$ cat src/rtl/node_fetch_pkg.sv
// Shared constants, FSM state type and line-alignment helper for the node-fetch responder.
package node_fetch_pkg;

  localparam int unsigned LINE_BITS      = 512;
  localparam int unsigned LINE_BYTES     = 64;
  localparam int unsigned BEATS_PER_LINE = 8;
  localparam int unsigned OFFSET_BITS    = 6;
  localparam int unsigned MAX_ADDR_W     = 64;

  typedef enum logic [2:0] {
    ST_IDLE,
    ST_ISSUE,
    ST_COLLECT,
    ST_RESP,
    ST_DONE
  } state_e;

  // Clears the byte offset within a 64-byte line.
  function automatic logic [MAX_ADDR_W-1:0] line_align(input logic [MAX_ADDR_W-1:0] addr);
    return {addr[MAX_ADDR_W-1:OFFSET_BITS], {OFFSET_BITS{1'b0}}};
  endfunction

endpackage

$ cat src/rtl/node_fetch_responder_beat_line_assembler.sv
// Places in-order read beats into a 512-bit line; flags the beat that completes the line.
module beat_line_assembler
  import node_fetch_pkg::*;
#(
  parameter int unsigned BEAT_BITS = 64
) (
  input  logic                 clk,
  input  logic                 rst,
  input  logic                 i_clear,
  input  logic                 i_valid,
  input  logic [BEAT_BITS-1:0] i_data,
  output logic [LINE_BITS-1:0] o_line_c,
  output logic                 o_last_c
);

  localparam int unsigned CNT_W = $clog2(BEATS_PER_LINE);

  logic [CNT_W-1:0]     r_cnt;
  logic [LINE_BITS-1:0] r_line;
  logic [LINE_BITS-1:0] w_line;

  // Current partial line with the incoming beat merged in, so the last beat is visible immediately.
  always_comb begin
    w_line = r_line;
    if (i_valid) begin
      w_line[int'(r_cnt) * BEAT_BITS +: BEAT_BITS] = i_data;
    end
  end

  assign o_line_c = w_line;
  assign o_last_c = i_valid && (r_cnt == CNT_W'(BEATS_PER_LINE - 1));

  always_ff @(posedge clk or posedge rst) begin
    if (rst) begin
      r_cnt  <= '0;
      r_line <= '0;
    end else if (i_clear) begin
      r_cnt  <= '0;
    end else if (i_valid) begin
      r_cnt  <= r_cnt + CNT_W'(1);
      r_line <= w_line;
    end
  end

endmodule

$ cat src/rtl/node_fetch_responder.sv
// Memory-side responder returning one 512-bit tree node per walker request,
// with a one-line buffer and an address window check.
module node_fetch_responder
  import node_fetch_pkg::*;
#(
  parameter int unsigned          ADDR_WIDTH = 32,
  parameter int unsigned          BEAT_BITS  = 64,
  parameter logic [ADDR_WIDTH-1:0] MEM_BASE  = 32'h0000_1000,
  parameter logic [ADDR_WIDTH-1:0] MEM_LIMIT = 32'h0100_0000
) (
  input  logic                  clk,
  input  logic                  rst,
  input  logic                  dram_req,
  input  logic [ADDR_WIDTH-1:0] dram_addr,
  output logic [LINE_BITS-1:0]  dram_data,
  output logic                  dram_valid,
  input  logic                  buf_flush,
  output logic                  mem_rd_req,
  output logic [ADDR_WIDTH-1:0] mem_rd_addr,
  input  logic                  mem_rd_ready,
  input  logic [BEAT_BITS-1:0]  mem_rd_data,
  input  logic                  mem_rd_valid,
  output logic                  oob_err,
  output logic                  stray_err,
  output logic [15:0]           hit_count
);

  state_e                r_state;
  logic [LINE_BITS-1:0]  r_dram_data;
  logic                  r_dram_valid;
  logic                  r_mem_rd_req;
  logic [ADDR_WIDTH-1:0] r_mem_rd_addr;
  logic                  r_oob_err;
  logic                  r_stray_err;
  logic [15:0]           r_hit_count;
  logic                  r_buf_valid;
  logic [ADDR_WIDTH-1:0] r_buf_tag;
  logic [LINE_BITS-1:0]  r_buf_line;

  logic [ADDR_WIDTH-1:0] w_line;
  logic                  w_oob;
  logic                  w_hit;
  logic                  w_beat_valid;
  logic                  w_asm_clear;
  logic [LINE_BITS-1:0]  w_asm_line;
  logic                  w_asm_last;

  assign w_line       = ADDR_WIDTH'(line_align(MAX_ADDR_W'(dram_addr)));
  assign w_oob        = (w_line < MEM_BASE) || (w_line >= MEM_LIMIT);
  // A flush in the lookup cycle forces a miss.
  assign w_hit        = r_buf_valid && (w_line == r_buf_tag) && !buf_flush;
  assign w_beat_valid = mem_rd_valid && (r_state == ST_COLLECT);
  assign w_asm_clear  = (r_state != ST_COLLECT);

  beat_line_assembler #(
    .BEAT_BITS (BEAT_BITS)
  ) u_asm (
    .clk      (clk),
    .rst      (rst),
    .i_clear  (w_asm_clear),
    .i_valid  (w_beat_valid),
    .i_data   (mem_rd_data),
    .o_line_c (w_asm_line),
    .o_last_c (w_asm_last)
  );

  always_ff @(posedge clk or posedge rst) begin
    if (rst) begin
      r_state       <= ST_IDLE;
      r_dram_data   <= '0;
      r_dram_valid  <= 1'b0;
      r_mem_rd_req  <= 1'b0;
      r_mem_rd_addr <= '0;
      r_oob_err     <= 1'b0;
      r_stray_err   <= 1'b0;
      r_hit_count   <= '0;
      r_buf_valid   <= 1'b0;
      r_buf_tag     <= '0;
      r_buf_line    <= '0;
    end else begin
      r_dram_valid <= 1'b0;
      if (buf_flush) begin
        r_buf_valid <= 1'b0;
      end
      if (mem_rd_valid && (r_state != ST_COLLECT)) begin
        r_stray_err <= 1'b1;
      end
      case (r_state)
        ST_IDLE: begin
          if (dram_req) begin
            if (w_oob) begin
              r_dram_data  <= '0;
              r_oob_err    <= 1'b1;
              r_dram_valid <= 1'b1;
              r_state      <= ST_RESP;
            end else if (w_hit) begin
              r_dram_data  <= r_buf_line;
              r_dram_valid <= 1'b1;
              if (r_hit_count != 16'hFFFF) begin
                r_hit_count <= r_hit_count + 16'd1;
              end
              r_state      <= ST_RESP;
            end else begin
              r_mem_rd_addr <= w_line;
              r_mem_rd_req  <= 1'b1;
              r_state       <= ST_ISSUE;
            end
          end
        end
        ST_ISSUE: begin
          if (mem_rd_ready) begin
            r_mem_rd_req <= 1'b0;
            r_state      <= ST_COLLECT;
          end
        end
        // The fill is written after the flush clear above, so a coincident fill wins.
        ST_COLLECT: begin
          if (w_asm_last) begin
            r_dram_data  <= w_asm_line;
            r_buf_tag    <= r_mem_rd_addr;
            r_buf_line   <= w_asm_line;
            r_buf_valid  <= 1'b1;
            r_dram_valid <= 1'b1;
            r_state      <= ST_RESP;
          end
        end
        ST_RESP: r_state <= ST_DONE;
        ST_DONE: r_state <= ST_IDLE;
        default: r_state <= ST_IDLE;
      endcase
    end
  end

  assign dram_data   = r_dram_data;
  assign dram_valid  = r_dram_valid;
  assign mem_rd_req  = r_mem_rd_req;
  assign mem_rd_addr = r_mem_rd_addr;
  assign oob_err     = r_oob_err;
  assign stray_err   = r_stray_err;
  assign hit_count   = r_hit_count;

endmodule
$ cat config.mk
export PLATFORM = sky130hd
export DESIGN_NAME = node_fetch_responder
export DESIGN_NICKNAME = d
export VERILOG_FILES = /design/src/rtl/node_fetch_pkg.sv /design/src/rtl/node_fetch_responder_beat_line_assembler.sv /design/src/rtl/node_fetch_responder.sv
export SDC_FILE = /design/constraint.sdc
export NUM_CORES = 2
export LEC_CHECK = 0
export ABC_AREA = 1
export ABC_CLOCK_PERIOD_IN_PS = 108700
export BUFFER_PORTS_ARGS = -buffer_cell sky130_fd_sc_hd__buf_2
export CORE_ASPECT_RATIO = 1.5
export CORE_UTILIZATION = 55
export CTS_CLUSTER_DIAMETER = 100
export DETAILED_ROUTE_END_ITERATION = 12
export GPL_TIMING_DRIVEN = 0
export PLACE_DENSITY_LB_ADDON = 0.3
export SETUP_SLACK_MARGIN = 0.2
export SLEW_MARGIN = 20
export SYNTH_ARGS = -nofsm -noshare
export SYNTH_HDL_FRONTEND = slang
export SYNTH_SLANG_ARGS = --single-unit
$ cat constraint.sdc
create_clock -name clk -period 108.7 [get_ports clk]
set_clock_uncertainty 0.15 [all_clocks]
set_input_delay 16.305 -clock clk [delete_from_list [all_inputs] [get_ports clk]]
set_output_delay 16.305 -clock clk [all_outputs]
set_load 0.05 [all_outputs]
Word level (Yosys, flattened, before mapping)
Cells that the tools add are included.
{ "op_classes": {"addsub": 3, "n_mux": 28, "order_cmp": 2, "reduce_logical": 19, "bitwise_logic": 3, "eq_ne": 13, "shifts": 2} }
{ "ops": {"columns": ["operator", "n"], "rows": [
  ["2-to-1 mux 512 bit", 5],
  ["case mux 512 bit (2 select lines)", 1],
  ["bitwise mux 512 bit", 1],
  ["variable shift 64 x 34 -> 512 bit, first input constant", 1],
  ["indexed part select 64 x 34 -> 512 bit", 1],
  ["negation 9 -> 34 bit", 1],
  ["greater-or-equal comparator 32 x 25 -> 1 bit, second input constant", 1],
  ["less-than comparator 32 x 13 -> 1 bit, second input constant", 1],
  ["== test 26 bit", 1],
  ["adder 16 x 1 -> 16 bit, second input constant", 1],
  ["inequality test 16 bit, second input constant", 1],
  ["2-to-1 mux 3 bit", 5],
  ["case mux 3 bit (4 select lines)", 1],
  ["2-to-1 mux 1 bit", 11],
  ["AND reduction 5 bit", 2],
  ["inequality test 2 bit, second input constant", 4],
  ["AND reduction 4 bit", 2],
  ["== test 3 x 2 -> 1 bit, second input constant", 2],
  ["AND reduction 3 bit", 2],
  ["nonzero test 2 bit", 3],
  ["logical AND 1 bit", 5],
  ["2-to-1 mux 2 bit", 2],
  ["case mux 1 bit (2 select lines)", 2],
  ["AND reduction 2 bit", 2],
  ["10 further kinds", 12]
]} }
{ "word_totals": {"input_bits": 102, "out_inout_bits": 564, "regBits": 1615, "wordCells": 83} }

Logic depth before layout (Yosys ltp)
{ "logic_depth": {"ltp_word": 7, "ltp_mapped": 17, "ltp_nobuf": 15} }

Cells and area by module
From an unflattened synthesis, not the netlist that was laid out.
{ "hier_totals": {"cells_unflattened": 10774, "area_unflattened_um2": 82092.5} }
{ "modules_own_cells": {"columns": ["mod", "seq_area_each_um2", "instances", "cells_each", "area_each_um2"], "rows": [
  ["node_fetch_responder", 27526.4, 1, 6079, 49389.9],
  ["beat_line_assembler", 12887.4, 1, 4695, 32702.6]
]} }

Worst setup path after synthesis
No wires, ideal clock.
{ "synth_timing": {"path_type": "input port to flip-flop", "startpoint": "input dram_addr[30]", "endpoint": "register r_dram_data[0] (netlist: dram_data[0])", "path_stages": 10, "required_ns": 108.483, "setup_time_ns": 0.067, "path_buffers": 2, "t_arrival_ns": 17.624, "path_slack_ns": 90.859, "path_cell_list": "nor2_1 > nand3_1 > nor2_1 > nand2_1 > o21bai_1 > nand2_2 > buf_2 > buf_1 > nand3_1 > nand2_1"} }
{ "synth_between": {"elab_chain_len": 5, "elab_cells_between_ends": 11, "cone_classes": "order compare: 2; eq/ne: 2; mux: 3; reduce/logical: 4"} }
{ "synth_rtl": {"columns": ["item", "line_no", "text"], "rows": [
  ["start, declared", "node_fetch_responder.sv:14", "input logic [ADDR_WIDTH-1:0] dram_addr,"],
  ["less-than comparator 32 x 13 -> 1 bit (tied with other cells)", "node_fetch_responder.sv:49", "assign w_oob = (w_line < MEM_BASE) || (w_line >= MEM_LIMIT);"],
  ["logical OR 1 bit or logical AND 1 bit (tied branches)", "node_fetch_responder.sv:49, node_fetch_responder.sv:51", null],
  ["2-to-1 mux 512 bit or logical AND 1 bit (tied branches)", "node_fetch_responder.sv:91, node_fetch_responder.sv:51", null],
  ["2-to-1 mux 512 bit or inequality test 3 bit (tied branches)", null, null],
  ["case mux 512 bit (2 select lines) or AND reduction 4 bit (tied branches)", null, null],
  ["end signal, assigned", "node_fetch_responder.sv:97", "r_dram_data <= r_buf_line;"],
  ["end signal, assigned", "node_fetch_responder.sv:119", "r_dram_data <= w_asm_line;"],
  ["end, declared", "node_fetch_responder.sv:29", "logic [LINE_BITS-1:0] r_dram_data;"]
]} }
Several ways; a longest one is shown, not always the timed one. The select of a mux whose other input is x is not followed.
A chain may end at the register's enable or synchronous reset.

Worst setup path after layout
{ "layout_timing": {"startpoint": "input dram_addr[24]", "endpoint": "register r_dram_data[152] (netlist: dram_data[152])"} }
Same word-level chain as after synthesis.

==> qor.txt <==
=====================================================================================
Total Power                                                                   1870 uW
Cell with the most instances after synthesis                             sky130_fd_sc_hd__nand2_1
Final number of hold-violating endpoints                                            0
Routed wire per std cell                                                      25.4 um
Post-CTS setup repair buffer count                                                  0
Status                                                                   complete, no violations
Final HPWL from detailed placement                                             205 mm
Type of the tightest min-delay check                                     flop to flop
Via total after detailed routing                                                61679
WP data arrival                                                              20.14 ns
CTS Sinks                                                                        1615
Number of gates given a new drive strength after cts                                0
Total routing usage reported by global routing                                  0.428
Share of flip-flops with an asynchronous set or reset after synthesis            1.00
Slowest stage cell on the critical path                                  sky130_fd_sc_hd__buf_2
Clk root buf                                                             sky130_fd_sc_hd__clkbuf_16
Count of routing violations after the opening detailed-route iteration           7345
Die Y                                                                          435 um
Total power divided by cell area                                         23.5 mW/mm^2
Number of global-route vias before repair                                       59447
Unique cell type count in the Yosys netlist                                        39
# nets final                                                                     9064
Full die area                                                             0.127 sq mm
TritonCTS Buffers                                                                 152
Initial core utilization                                                        0.556
Final-layout setup total negative slack                                          0 ns
Number of flops mapped to enable cells by yosys                                     0
Combined area of all synthesized cells                                   0.0689 sq mm
Number of vias per cell after detailed routing                                   5.77
Post-synth top area share                                                       0.587
CTS Hold Bufs                                                                       0
Footprint of the multi-input gates                                       0.0213 sq mm
Dominant cells by area after synthesis                                   sky130_fd_sc_hd__dfrtp_1 (59%), sky130_fd_sc_hd__nand2_1 (13%), sky130_fd_sc_hd__inv_1 (7.1%)
Area growth, synth to finish                                                    15.8%
Synth Warn #                                                                        0
Post-route antenna net violation count                                              0
CTS tree                                                                        built
First-pass GRT wire length                                                     391 mm
Setup repair after global routing missed its margin                             false
Post-synthesis register bit count                                                1615
Overall routed net length                                                      271 mm
Most Frequent Cell on Critical Path                                      sky130_fd_sc_hd__nand2_1
DRC viols                                                                           0
Critical path class                                                      input port to flop
Largest net degree at the start of global routing                                 110
Synthesized area divided by synthesized cell count                         8.48 sq um
Setup violators final                                                               0
Placed Area                                                              0.0746 sq mm
Cell Chain, Critical Path                                                buf_2, inv_1, nand2_1, nand2_1, nor2_1, nand2_1, nor2_1, nand2_1, o21bai_1, nand2_2, nand2_2, buf_2, buf_2, nand2_1, nand2_1
Crit path buf inv count                                                             4
I/O pin cnt                                                                       666
Max Slew Vio Count                                                                  0
Initial antenna violation count                                                    18
Max-capacitance violation count                                                     0
Sequential standard cell area                                            0.0404 sq mm
Final instance count without filler cells                                       10692
Period minus WS final                                                        19.53 ns
Post-synthesis instance total                                                    8128
Worst hold-check slack                                                       0.310 ns
Row cnt                                                                           158
Actual slew at the worst max-slew pin                                         1.24 ns
Post-synthesis cell type with the largest combined area                  sky130_fd_sc_hd__dfrtp_1
Most used DFF post-synth                                                 sky130_fd_sc_hd__dfrtp_1
Startpoint types                                                           input port
DRT Pass-1 Iters                                                                    7
CP Max Fanout                                                                      10
Gate family responsible for the most delay along the worst path          simple AND/OR/NAND/NOR gates
Kind of end point of the critical path                                           flop
Longest individual stage delay on the worst path                              0.71 ns
Final Instance Area                                                      0.0798 sq mm
Number of inserted filler cells in the final layout                             10568
Maximum achievable frequency                                                 51.2 MHz
Clock Latency Late Sink                                                       0.82 ns
Width of the die                                                               291 um
Crit share post-route                                                           0.180
Slew headroom                                                                   0.176
Required @ worst endpoint                                                   109.30 ns
CTS H-tree lvls                                                                     4
I/O Buffers                                                                       653
Clock Path Buffers                                                                  3
Leakage                                                                     0.0420 uW
Residual overflow from global routing                                               0
Most numerous cell types in the synthesized netlist                      sky130_fd_sc_hd__nand2_1 (2314), sky130_fd_sc_hd__dfrtp_1 (1615), sky130_fd_sc_hd__inv_1 (1305)
Seq/Total Area, Yosys                                                           0.587
Reg clk slew, reported paths                                                  0.07 ns
Floorplan core area                                                       0.124 sq mm
Ratio of cells with drive above 1 in the final layout                           0.126
Number of cells in the design after placement                                   10402
Global placement routability congestion                                          1.09
VDD IR-drop max                                                               22.2 uV
=====================================================================================
[cell usage in the layout, fill, tap and decap left out, types with 4 or more instances in the layout]
cell / Yosys / layout
sky130_fd_sc_hd__nand2_1: 2314 / 2314
sky130_fd_sc_hd__dfrtp_1: 1615 / 1615
sky130_fd_sc_hd__inv_1: 1305 / 1304
sky130_fd_sc_hd__o21ai_0: 851 / 850
sky130_fd_sc_hd__buf_2: 164 / 817
sky130_fd_sc_hd__nand3_1: 539 / 539
sky130_fd_sc_hd__o22ai_1: 451 / 451
sky130_fd_sc_hd__clkbuf_1: 294 / 320
sky130_fd_sc_hd__o21ai_1: 207 / 208
sky130_fd_sc_hd__clkbuf_16: 0 / 156
sky130_fd_sc_hd__nor2_1: 122 / 122
sky130_fd_sc_hd__buf_1: 67 / 67
sky130_fd_sc_hd__o21a_1: 56 / 56
sky130_fd_sc_hd__clkinv_2: 0 / 26
sky130_fd_sc_hd__clkbuf_8: 0 / 24
sky130_fd_sc_hd__a31oi_1: 21 / 21
sky130_fd_sc_hd__a21oi_1: 19 / 19
sky130_fd_sc_hd__buf_16: 0 / 16
sky130_fd_sc_hd__buf_4: 15 / 15
sky130_fd_sc_hd__diode_2: 0 / 14
sky130_fd_sc_hd__bufinv_16: 0 / 13
sky130_fd_sc_hd__clkbuf_2: 1 / 10
sky130_fd_sc_hd__o21ai_2: 10 / 10
sky130_fd_sc_hd__xor2_1: 9 / 9
sky130_fd_sc_hd__clkinvlp_4: 0 / 9
sky130_fd_sc_hd__nand4_1: 8 / 8
sky130_fd_sc_hd__inv_2: 7 / 7
sky130_fd_sc_hd__nor3_1: 6 / 6
sky130_fd_sc_hd__conb_1: 1 / 6
sky130_fd_sc_hd__nand2_2: 5 / 5
sky130_fd_sc_hd__nor2_2: 5 / 5
sky130_fd_sc_hd__a21oi_2: 5 / 5
sky130_fd_sc_hd__ha_1: 5 / 5
sky130_fd_sc_hd__inv_6: 0 / 4
[power breakdown]
part | switching (uW) | leakage (uW) | internal [uW]
combinational | 473 | 0.0194 | 126
clock | 243 | 0.00249 | 313
sequential | 39.8 | 0.0201 | 676
[per-stage QoR]
| step | setup slack [ns] | utilization |
|---|---|---|
| floorplan | 46.67 | - |
| global placement | 30.72 | 0.599 |
| detailed placement | 88.59 | 0.602 |
| CTS | 89.43 | 0.643 |
| global route | 89.22 | 0.643 |
| finish | 89.17 | 0.644 |
[cell type report]
class / instances / area share
diodes: 14 / 0.000439
clock buffers: 215 / 0.0547
clock inverters: 60 / 0.00914
multi-input cells: 4664 / 0.267
repair buffers: 670 / 0.0466
plain buffers: 541 / 0.0289
well taps: 1600 / 0.0251
inverters: 1313 / 0.0619
flip-flops and latches: 1615 / 0.506
[layer usage]
metal  global-route usage  vias to the layer above  wire length, um  part of all wire
li1                     -                    27284                -                 -
met1                0.496                    30098            94000              0.35
met2                0.666                     3434           124000              0.46
met3               0.0993                      861            25500             0.094
met4                0.378                        2            27600              0.10
met5                    0                        -               18          0.000066
[worst register-to-register path, cell delays in order, from the launching register on]
cell	delay [ns]
sky130_fd_sc_hd__dfrtp_1	0.35
sky130_fd_sc_hd__inv_1	0.06
sky130_fd_sc_hd__nand2_1	0.05
sky130_fd_sc_hd__nand2_1	0.18
sky130_fd_sc_hd__nor2_1	0.16
sky130_fd_sc_hd__nand2_1	0.08
sky130_fd_sc_hd__nor2_1	0.10
sky130_fd_sc_hd__nand2_1	0.19
sky130_fd_sc_hd__o21bai_1	0.35
sky130_fd_sc_hd__nand2_2	0.50
sky130_fd_sc_hd__nand2_2	0.54
sky130_fd_sc_hd__buf_2	0.72
sky130_fd_sc_hd__buf_2	0.45
sky130_fd_sc_hd__nand2_1	0.26
sky130_fd_sc_hd__nand2_1	0.12
[registers in the layout (all words and copies together) (netlist names), 3 cells and up]
signal	count
u_asm.r_cnt	3
r_state	3
r_buf_line	512
r_buf_tag	26
u_asm.r_line	512
hit_count	16
mem_rd_addr	26
dram_data	512
[final timing paths]
kind / start / endpoint / slack (ns) / depth (start not counted)
setup reg to reg: r_buf_tag[24]$_DFFE_PP0P_ / dram_data[152]$_DFFE_PP0P_ / 104.39 / 14
min in group asynchronous: rst / dram_data[431]$_DFFE_PP0P_ / 15.38 / 2
hold / removal: oob_err$_DFFE_PP0P_ / oob_err$_DFFE_PP0P_ / 0.31 / 1
setup / recovery: dram_addr[24] / dram_data[152]$_DFFE_PP0P_ / 89.17 / 15
hold reg to reg: oob_err$_DFFE_PP0P_ / oob_err$_DFFE_PP0P_ / 0.31 / 1
max in group asynchronous: rst / r_buf_line[45]$_DFFE_PP0P_ / 89.72 / 8
[logic make-up (layout without fill, tap and decap cells)]
group | after synthesis | count (layout) | share of synthesized area
AND/OR/NAND/NOR | 3009 | 3009 | 0.175
AO/OA/AOI/OAI | 1632 | 1632 | 0.131
adder cells (fa/ha/maj) | 5 | 5 | 0.000908
XOR/XNOR | 12 | 12 | 0.00153
buffers and inverters | 1854 | 2799 | 0.105
other | 1 | 20 | 0.0000544
flip-flops | 1615 | 1615 | 0.587
Power figures use the tool's default switching activity.
